==> config.mk <==
export PLATFORM = sky130hd
export DESIGN_NAME = hazard_scoreboard
export DESIGN_NICKNAME = d
export VERILOG_FILES = /design/src/rtl/hazard_pkg.sv /design/src/rtl/hazard_scoreboard_fwd_sel.sv /design/src/rtl/hazard_scoreboard.sv
export SDC_FILE = /design/constraint.sdc
export NUM_CORES = 1
export LEC_CHECK = 0
export ABC_AREA = 1
export ABC_CLOCK_PERIOD_IN_PS = 6400
export CORE_ASPECT_RATIO = 1.1
export CORE_MARGIN = 4
export CORE_UTILIZATION = 48
export DETAILED_ROUTE_END_ITERATION = 6
export GPL_TIMING_DRIVEN = 0
export PLACE_DENSITY_LB_ADDON = 0.12
export SYNTH_ARGS = -nofsm -noshare
export SYNTH_HDL_FRONTEND = slang
export SYNTH_SLANG_ARGS = --single-unit
==> constraint.sdc <==
create_clock -name clk -period 6.4 [get_ports clk]
set_input_delay 0.64 -clock clk [delete_from_list [all_inputs] [get_ports clk]]
set_output_delay 0.64 -clock clk [all_outputs]
set_load 0.02 [all_outputs]
==> src/rtl/hazard_pkg.sv <==
// Shared types and defaults for the operand-hazard scoreboard.
package hazard_pkg;

  localparam int unsigned NREAD_DEF  = 2;
  localparam int unsigned NSTAGE_DEF = 3;
  localparam int unsigned CNT_W_DEF  = 2;
  localparam int unsigned XLEN_DEF   = 32;
  localparam int unsigned NREG_DEF   = 32;

  // Forwarded data is carried at this width; users take the low XLEN bits.
  localparam int unsigned XLEN_MAX   = 64;

  // Register address width; a single-register file still needs one bit.
  function automatic int unsigned addr_width(input int unsigned nreg);
    return (nreg <= 1) ? 1 : $clog2(nreg);
  endfunction

  typedef struct packed {
    logic                hit;
    logic                ready;
    logic [XLEN_MAX-1:0] data;
  } fwd_sel_t;

endpackage

==> src/rtl/hazard_scoreboard_fwd_sel.sv <==
// hazard_fwd_sel: priority match of one ID read port against the forwarding
// stages. Stage 0 is the youngest and wins over older matches.
// Only present when HAZARD_SB_FWD_EN is defined.
`ifdef HAZARD_SB_FWD_EN
module hazard_fwd_sel
  import hazard_pkg::*;
#(
  parameter int unsigned NSTAGE = NSTAGE_DEF,
  parameter int unsigned XLEN   = XLEN_DEF,
  parameter int unsigned AW     = 5
) (
  input  logic [AW-1:0]          rd_addr_i,
  input  logic [NSTAGE-1:0]      stg_valid_i,
  input  logic [NSTAGE-1:0]      stg_we_i,
  input  logic [NSTAGE*AW-1:0]   stg_waddr_i,
  input  logic [NSTAGE*XLEN-1:0] stg_data_i,
  input  logic [NSTAGE-1:0]      stg_ready_i,
  output fwd_sel_t               sel_o
);

  // Scan oldest to youngest so the youngest matching stage is the last writer
  always_comb begin
    sel_o = '0;
    for (int unsigned k = 0; k < NSTAGE; k++) begin
      if (rd_addr_i != '0 &&
          stg_valid_i[NSTAGE-1-k] && stg_we_i[NSTAGE-1-k] &&
          stg_waddr_i[(NSTAGE-1-k)*AW +: AW] == rd_addr_i) begin
        sel_o.hit   = 1'b1;
        sel_o.ready = stg_ready_i[NSTAGE-1-k];
        sel_o.data  = XLEN_MAX'(stg_data_i[(NSTAGE-1-k)*XLEN +: XLEN]);
      end
    end
  end

endmodule
`endif

==> src/rtl/hazard_scoreboard.sv <==
// hazard_scoreboard: per-register pending-write counters, operand forwarding
// and ID stall generation for the in-order pipeline.
// HAZARD_SB_FWD_EN enables the stage forwarding muxes; without it every read
// of a pending register stalls and operands come straight from the regfile.
module hazard_scoreboard
  import hazard_pkg::*;
#(
  parameter  int unsigned NREAD  = NREAD_DEF,
  parameter  int unsigned NSTAGE = NSTAGE_DEF,
  parameter  int unsigned XLEN   = XLEN_DEF,
  parameter  int unsigned NREG   = NREG_DEF,
  parameter  int unsigned CNT_W  = CNT_W_DEF,
  localparam int unsigned AW     = addr_width(NREG)
) (
  input  logic                   clk,
  input  logic                   rst,
  input  logic [NREAD*AW-1:0]    rd_addr,
  input  logic [NREAD*XLEN-1:0]  rd_raw_data,
  output logic [NREAD*XLEN-1:0]  rd_data,
  input  logic [NSTAGE-1:0]      stg_valid,
  input  logic [NSTAGE-1:0]      stg_we,
  input  logic [NSTAGE*AW-1:0]   stg_waddr,
  input  logic [NSTAGE*XLEN-1:0] stg_data,
  input  logic [NSTAGE-1:0]      stg_ready,
  input  logic                   issue_valid,
  input  logic                   issue_we,
  input  logic [AW-1:0]          issue_waddr,
  input  logic                   retire_valid,
  input  logic [AW-1:0]          retire_waddr,
  output logic                   stall,
  output logic                   sb_err
);

  // One counter per address code so any AW-bit address indexes safely;
  // slot 0 is never incremented.
  localparam int unsigned NSLOT = 1 << AW;

  logic [CNT_W-1:0] cnt_q [NSLOT];
  logic [CNT_W-1:0] cnt_d [NSLOT];
  logic             sb_err_q, sb_err_d;

  logic             issue_fire, retire_fire, same_reg, struct_stall;
  logic [NREAD-1:0] port_stall;

  assign issue_fire   = issue_valid && issue_we && (issue_waddr != '0);
  assign retire_fire  = retire_valid && (retire_waddr != '0);
  assign same_reg     = issue_fire && retire_fire && (issue_waddr == retire_waddr);
  assign struct_stall = issue_fire && (cnt_q[issue_waddr] == '1);

  // Next counter state: saturating increment on issue, checked decrement on retire
  always_comb begin
    cnt_d    = cnt_q;
    sb_err_d = sb_err_q;
    if (issue_fire && !same_reg && cnt_q[issue_waddr] != '1) begin
      cnt_d[issue_waddr] = cnt_q[issue_waddr] + 1'b1;
    end
    if (retire_fire) begin
      if (cnt_q[retire_waddr] == '0) begin
        sb_err_d = 1'b1;
      end else if (!same_reg) begin
        cnt_d[retire_waddr] = cnt_q[retire_waddr] - 1'b1;
      end
    end
  end

  // Counter and sticky-error registers, synchronous reset
  always_ff @(posedge clk) begin
    if (rst) begin
      for (int unsigned r = 0; r < NSLOT; r++) begin
        cnt_q[r] <= '0;
      end
      sb_err_q <= 1'b0;
    end else begin
      cnt_q    <= cnt_d;
      sb_err_q <= sb_err_d;
    end
  end

  for (genvar p = 0; p < NREAD; p++) begin : g_port
    logic [AW-1:0] addr;
    logic          pend;

    assign addr = rd_addr[p*AW +: AW];
    assign pend = (addr != '0) && (cnt_q[addr] != '0);

`ifdef HAZARD_SB_FWD_EN
    fwd_sel_t sel;
    logic     unused_sel;

    hazard_fwd_sel #(
      .NSTAGE (NSTAGE),
      .XLEN   (XLEN),
      .AW     (AW)
    ) u_sel (
      .rd_addr_i   (addr),
      .stg_valid_i (stg_valid),
      .stg_we_i    (stg_we),
      .stg_waddr_i (stg_waddr),
      .stg_data_i  (stg_data),
      .stg_ready_i (stg_ready),
      .sel_o       (sel)
    );

    // A match decides the port on its own; only without one can a pending
    // producer outside the window hold ID.
    assign rd_data[p*XLEN +: XLEN] = sel.hit ? sel.data[XLEN-1:0]
                                             : rd_raw_data[p*XLEN +: XLEN];
    assign port_stall[p]           = sel.hit ? !sel.ready : pend;
    assign unused_sel              = ^sel.data;
`else
    assign rd_data[p*XLEN +: XLEN] = rd_raw_data[p*XLEN +: XLEN];
    assign port_stall[p]           = pend;
`endif
  end

`ifndef HAZARD_SB_FWD_EN
  logic unused_stg;
  assign unused_stg = ^{stg_valid, stg_we, stg_waddr, stg_data, stg_ready};
`endif

  assign stall  = (|port_stall) | struct_stall;
  assign sb_err = sb_err_q;

endmodule

---- Word level (Yosys, flattened, before mapping) ----
Index checks and enable logic that the tools add are counted.
cells by class
  $add $sub $neg .......................... 2
  bitwise gates (word level) .............. 5
  order comparisons ....................... 6
  mux-type cells .......................... 22
  reduce and logical (&&, ||, !) cells .... 22
  equal/unequal tests ..................... 3
operator list
  kind                 count
  $mux 64              4
  $bwmux 64            2
  $bmux 2 s5           4
  $ge 6x6->1 const B   4
  $not 5->6            4
  $demux 2 s5          2
  $mux 2               10
  $reduce_bool 5->1    4
  $logic_and 1x1->1    12
  $lt 6x1->1 const B   2
  $eq 5x5->1           1
  $reduce_bool 2->1    2
  $add 2x1->2 const B  1
  $eq 2x2->1 const B   1
  $logic_not 2->1      1
  $ne 2x2->1 const B   1
  $reduce_and 2->1     1
  $reduce_or 2->1      1
  $sub 2x1->2 const B  1
  $logic_not 1->1      1
  $or 1x1->1           1
word-level totals
  output and inout port bits .............. 66
  flip-flop bits (word level) ............. 65

---- Longest topological paths before layout ----
Gate-level depths: netlist (run 1).
  word-level depth ........................ 12
  mapped depth ............................ 21
  gate-level depth less buffers ........... 18

---- Least setup slack after synthesis (run 1) ----
Ideal clock, no wire load.
  kind .................................... input -> register
  start ................................... input port issue_waddr[0]
  end ..................................... register cnt_q[15] (netlist name)
  stages on the path ...................... 14
  buffers on the path ..................... 4
  slack ................................... 3.407 ns
  arrival time ............................ 2.936 ns
  cell sequence ........................... buf_2 nand2_1 clkbuf_1 o22ai_1 o21ai_0 nand4_1 or2_2 ha_1 clkbuf_1 clkbuf_1 nand4_1 nand3_1 nand3_1 inv_1
between the ends
  word-level cells in the longest chain between the ends .. 12
  elaborated cells between the ends (all ways) .. 25
  those cells by class .................... add/sub (1); order compare (2); eq/ne (2); mux (11); bitwise (1); reduce/logical (8)
ends and longest elaborated chain
  item                                                                  RTL line                 RTL
  start, declared                                                       hazard_scoreboard.sv:27  input logic [AW-1:0] issue_waddr,
  parallel branches: the longest is 11 deep, another holds $add 2x1->2  --
  $mux 64 *                                                             hazard_scoreboard.sv:57  if (retire_fire) begin
  end signal, assigned                                                  hazard_scoreboard.sv:74  cnt_q <= cnt_d;
  end, declared                                                         hazard_scoreboard.sv:38  logic [CNT_W-1:0] cnt_q [NSLOT];
Mark *: on every way between the ends. The select of a mux whose other input is x is not followed.
A chain may end at the register's enable or synchronous reset.

---- Worst setup path after layout (run 1) ----
  start ................................... input port issue_waddr[1]
  end ..................................... output port stall
between the ends
  word-level cells in the longest chain between the ends .. 7
  elaborated cells between the ends (all ways) .. 9
  those cells by class .................... eq/ne (1); mux (3); bitwise (2); reduce/logical (3)
ends and longest elaborated chain
  item                                        RTL line                  RTL
  $not 5->6 (not written as such)             hazard_scoreboard.sv:48   assign struct_stall = issue_fire && (cnt_q[issue_waddr] == '1);
  $bmux 2 s5                                  hazard_scoreboard.sv:48
  $mux 2 (not written as such) (2 in series)  hazard_scoreboard.sv:48
  $eq 2x2->1                                  hazard_scoreboard.sv:48
  $logic_and 1x1->1 *                         hazard_scoreboard.sv:48
  $or 1x1->1 *                                hazard_scoreboard.sv:121  assign stall = (|port_stall) | struct_stall;
  end, declared                               hazard_scoreboard.sv:30   output logic stall,
Mark *: on every way between the ends. The rest lies on a longest branch, timed or not. The select of a mux whose other input is x is not followed.

==> impl_metrics.toml, run 1 <==
[grt]
antenna_found_initial = 0
grt_max_degree = 11
grt_pass1_wl_um = 43000
grt_overflow_total = 0
grt.total_usage_pct = 34.6
grt_pass1_vias = 7567

[pwr]
ir_drop_uv = 119
p_per_area_nw_per_um2 = 163
p_total_uw = 1320
p_leak_uw = 0.00398

[yosys]
yosys.cell_types.count = 32
synth_area_leader_cell = "dfxtp_1"
synthTopCellsByCount = "nand2_1 (300), nand3_1 (178), nor2_1 (166)"
ys_ff_latch = 65
synth_edf_count = 0
synth-xor-area-share_pct = 0.395
synth.area.top_cells = "dfxtp_1 (20%), nand2_1 (17%), nand3_1 (13%), nor2_1 (9.4%), inv_1 (8.7%)"
yosysMostFrequentCell = "nand2_1"
synthSimpleGateAreaFrac_pct = 48.4
ys.warnings.count = 0
synth_top_family_by_area = "simple AND/OR/NAND/NOR gates"
ys.flop_type = "dfxtp_1"
synth-compound-area-share_pct = 9.58
syn_area_um2 = 6650
syn_inst = 1222
synth.area.mux_share_pct = 0
synth_fa_ha_area_share_pct = 0.376
async_flop_share_pct = 0
ys_seq_area_share_pct = 19.6
postSynthAreaPerCell_um2 = 5.44
syn_nets = 1433
synth_top_area_share_pct = 19.6

[sta]
whs_ns = 0.465
min_period_ns = 4.94
fin_crit_sh_pct = 77.2
rsz0062_at_grt = "false"
max_freq_mhz = 202
tightest_slew_ns = 0.825
slew_headroom_pct = 44.6
skew_ns = 0.00428
slew_viol_final = 0
setup_tns_ns = 0
finalSetupViolations = 0
worst_slack_ns = 1.46
hold_viol = 0

[cts]
cts_setup_buffers = 0
cts_max_path_buffers = 2
post_cts_resized = 0
cts_inserted_buffers = 9
postCtsHoldBufs = 0
insertion_delay_ns = 0.34
cts_sinks = 65
cts_root_buf = "clkbuf_16"
cts_tree = "built"
clkTransAtPathRegs_ns = 0.06
ctsHtreeMaxLevel = 3

[worst_setup_path]
cp-startpoint = "issue_waddr[1]"
r2r-start = "cnt_q[60]"
slowest_delay_ns = 0.65
cp_common_cell = "nand2_1"
required_ns = 5.76
critPathArrivalTime_ns = 4.30
worstPathCellList = "clkdlybuf4s50_1 -> buf_4 -> nand2_1 -> clkbuf_1 -> o22ai_1 -> o21ai_0 -> nand4_1 -> or2_2 -> ha_1 -> nand2_1 -> nand2_1 -> inv_1 -> nand2_1 -> clkdlybuf4s50_1"
end_kind = "output pin"
crit_type = "in2out"
crit_fanout = 10
crit_buf_inv = 5
crit_family = "buffers and inverters"
worstSetupStartpointType = "primary input"
cp_slowest_cell = "clkbuf_1"

[run_status]
status = "finished with violations"
violations = "design-rule violations"

[die]
io_pins = 275
std_cell_rows = 44
die_h_um = 131
die_w_um = 120
initial_core_util_pct = 49.7
core-area_um2 = 13400
die-area_um2 = 15800

[placement]
gp_congestion = 1.07
dp_hpwl_um = 21900
dp_worst_setup_slack_ns = 1.65
portBuffers = 86
placed_cell_area_um2 = 7740

[routing]
viasPerCell = 5.71
drtIter0Drc = 1257
wl_per_cell_um = 18.8
drt-pass1-iter-count = 7
ant_nets = 0
vias = 8598
drc = 4
finalWirelength_um = 28400

[final_layout]
final_nets = 1530
post-route-cell-area_um2 = 8070
antennaDiodeCount = 0
area_growth_pct = 21.4
drive_gt1_share_pct = 9.83
fill_cells = 1398

[min_path]
hp-class = "reg2reg"
min-delay-start = "sb_err"

[job]
max_cap_viol_count = 0
==> through the flow <==
step | instances | utilization, %
final | 1507 | 60.3
after global routing | 1507 | 60.3
after CTS | 1507 | 60.3
after detailed placement | 1492 | 57.9
after global placement | 1492 | 57.9
after floorplan | 1222 | -
==> area by class of cell <==
type / instances / area, µm² / area share, %
sequential: 65 / 1300 / 16.1
inverter: 180 / 676 / 8.37
multi-input combinational: 857 / 3900 / 48.4
buffer: 120 / 768 / 9.52
clock inverter: 2 / 60.1 / 0.744
timing repair buffer: 86 / 861 / 10.7
clock buffer: 13 / 270 / 3.35
tap: 184 / 230 / 2.85
==> final timing paths <==
kind	to	slack (ns)	cells after the start
worst min-delay path	sb_err	0.46	1
worst max register to register	cnt_q[36]	3.06	19
worst min register to register	sb_err	0.46	1
worst max-delay path	stall	1.46	14
==> cell families (layout without fill, tap and decap cells) <==
kind of cell | Yosys count | count (layout)
AND/OR/NAND/NOR | 735 | 735
AO/OA/AOI/OAI | 117 | 117
adder cells (fa/ha/maj) | 2 | 2
buffers and inverters | 300 | 401
XOR/XNOR | 3 | 3
flip-flops | 65 | 65
==> state kept, by name, summed over array words and instances, names as in the netlist <==
name,flops
cnt_q,64
sb_err,1
==> power breakdown <==
part	internal, µW	leakage (µW)	switching (µW)
registers	410	0.000524	8.25
clock network	371	0.000162	192
logic	126	0.00329	211
==> layout by cell type (no fill, tap or decap) <==
master	n
dfxtp_1	65
nor2_2	1
o22ai_1	21
or2_2	3
clkbuf_8	3
nor2_1	166
xnor2_1	3
clkbuf_1	20
clkdlybuf4s50_1	86
buf_1	4
buf_4	76
buf_6	1
o2111ai_1	2
inv_2	7
ha_1	2
nand2_4	1
a21oi_1	18
bufinv_16	2
nand3b_1	4
nand2_2	3
nand3_1	178
nor3_2	1
clkbuf_16	9
clkinv_1	19
nand2_1	300
o211ai_1	4
a31oi_1	4
inv_1	154
nand3_2	1
nor2_4	2
o21a_1	1
buf_2	20
o21ai_0	65
nor3_1	17
nand4_1	58
o21ai_1	2
==> layer usage <==
metal / GRT usage (%) / routed length, µm / vias to the layer above
met5: 0 / 0 / -
met4: 17.4 / 1530 / 0
met3: 6.71 / 3900 / 122
met2: 52.2 / 12100 / 692
met1: 47.0 / 10900 / 3719
li1: - / - / 4065
No activity file was read; power rests on OpenSTA's default activity.
==> run 2, diff against run 1 <==
--- a/config.mk
+++ b/config.mk
@@ -6,10 +6,10 @@
 export NUM_CORES = 1
 export LEC_CHECK = 0
 export ABC_AREA = 1
-export ABC_CLOCK_PERIOD_IN_PS = 6400
+export ABC_CLOCK_PERIOD_IN_PS = 5050
 export CORE_ASPECT_RATIO = 1.1
 export CORE_MARGIN = 4
-export CORE_UTILIZATION = 48
+export CORE_UTILIZATION = 45
 export DETAILED_ROUTE_END_ITERATION = 6
 export GPL_TIMING_DRIVEN = 0
 export PLACE_DENSITY_LB_ADDON = 0.12
==> constraint.sdc (replaced) <==
create_clock -name clk -period 5.05 [get_ports clk]
set_input_delay 0.505 -clock clk [delete_from_list [all_inputs] [get_ports clk]]
set_output_delay 0.505 -clock clk [all_outputs]
set_load 0.02 [all_outputs]
==> impl_metrics.toml, run 2 (synthesis results as in run 1) <==
[run_status]
status = "finished with violations"
violations = "design-rule violations"

[routing]
vias = 8525
drc = 4
wl_per_cell_um = 18.8
drtIter0Drc = 1102
finalWirelength_um = 28500
drt-pass1-iter-count = 7
viasPerCell = 5.62
ant_nets = 0

[worst_setup_path]
reg2reg_to = "cnt_q[34]"
critPathArrivalTime_ns = 4.15
end_kind = "output pin"
required_ns = 4.55
reg2reg_depth = 19
r2r-start = "cnt_q[60]"
worstSetupStartpointType = "primary input"
reg2reg_slack_ns = 1.61
crit_fanout = 10
crit_type = "in2out"

[final_layout]
post-route-cell-area_um2 = 8040
regMostFlops = "cnt_q"
layout_commonest_cell = "nand2_1"
largest_reg_flops = 64
final_nets = 1530
antennaDiodeCount = 0
drive_gt1_share_pct = 9.74
area_growth_pct = 20.9
final_cell_mix = "nand2_1 (300), nand3_1 (178), nor2_1 (166)"

[grt]
antenna_found_initial = 0
grt_overflow_total = 0
grt_pass1_vias = 7549
grt_pass1_wl_um = 42800
grt_max_degree = 11
grt.total_usage_pct = 33.7

[placement]
placed_cell_area_um2 = 7750
dp_hpwl_um = 22300
gp_congestion = 1.17
portBuffers = 86

[cts]
cts_max_path_buffers = 2
clkTransAtPathRegs_ns = 0.06
cts_inserted_buffers = 9
cts_sinks = 65
post_cts_resized = 0
ctsHtreeMaxLevel = 3
cts_tree = "built"
insertion_delay_ns = 0.35
cts_setup_buffers = 0
postCtsHoldBufs = 0
cts_root_buf = "clkbuf_16"

[sta]
min_period_ns = 4.65
skew_ns = 0.00760
rsz0062_at_grt = "false"
whs_ns = 0.450
hold_viol = 0
max_freq_mhz = 215
setup_tns_ns = 0
fin_crit_sh_pct = 92.1
tightest_slew_ns = 0.866
slew_viol_final = 0
slew_headroom_pct = 41.8
finalSetupViolations = 0

[die]
io_pins = 275
die_w_um = 124
std_cell_rows = 46
die_h_um = 135
initial_core_util_pct = 46.0
core-area_um2 = 14400
die-area_um2 = 16800

[pwr]
p_per_area_nw_per_um2 = 199
ir_drop_uv = 178
p_leak_uw = 0.00396

[min_path]
min_path_cells = 2
min-delay-start = "cnt_q[62]"
min_to = "cnt_q[62]"
hp-class = "reg2reg"

[job]
max_cap_viol_count = 0
==> run 2: layout make-up <==
| cell class | count | area, µm² |
|---|---|---|
| buffer | 120 | 768 |
| clock buffer | 13 | 250 |
| clock inverter | 3 | 40.0 |
| fill | 1527 | 6410 |
| inverter | 180 | 676 |
| multi-input combinational | 857 | 3900 |
| sequential | 65 | 1300 |
| tap | 192 | 240 |
| timing repair buffer | 86 | 861 |
==> run 2: report_power, final <==
part,leakage [µW],total (µW),internal [µW],switching (µW)
Sequential,0.000524,531,520,10.3
Combinational,0.00329,429,159,270
Clock,0.000144,639,394,245
==> run 2: how the worst max path moves through the flow <==
stage               slack, ns         to           start  cells past startpoint
finish                   0.40      stall  issue_waddr[1]                     14
global route             0.39      stall  issue_waddr[1]                     14
CTS                      0.55      stall  issue_waddr[1]                     14
detailed placement       0.50   cnt_q[7]  issue_waddr[1]                     15
global placement         0.47   cnt_q[9]  issue_waddr[1]                     15
floorplan                2.19  cnt_q[15]  issue_waddr[0]                     14
==> run 2: layer usage <==
layer	vias to the layer above	track usage (%)	wire length, µm
met5	-	0	0
met4	0	17.4	1530
met3	110	8.27	3580
met2	606	49.9	12000
met1	3747	45.0	11400
li1	4062	-	-
==> run 2: critical path, cell delays in order <==
cell and delay [ns]:
clkdlybuf4s50_1 0.53, buf_4 0.25, nand2_1 0.23, clkbuf_1 0.66, o22ai_1 0.14, o21ai_0 0.34
nand4_1 0.12, or2_2 0.30, ha_1 0.23, nand2_1 0.14, nand2_1 0.07, inv_1 0.05
nand2_1 0.04, clkdlybuf4s50_1 0.53
==> run 2: stage by stage <==
step	power (µW)	util (%)	worst slack [ns]	std cells
after global placement	958	53.6	0.468	1500
after CTS	1590	55.7	0.554	1516
after detailed placement	959	53.6	0.502	1500
after global routing	1650	55.7	0.388	1516
final	1600	55.7	0.396	1516
after floorplan	792	-	2.19	1222
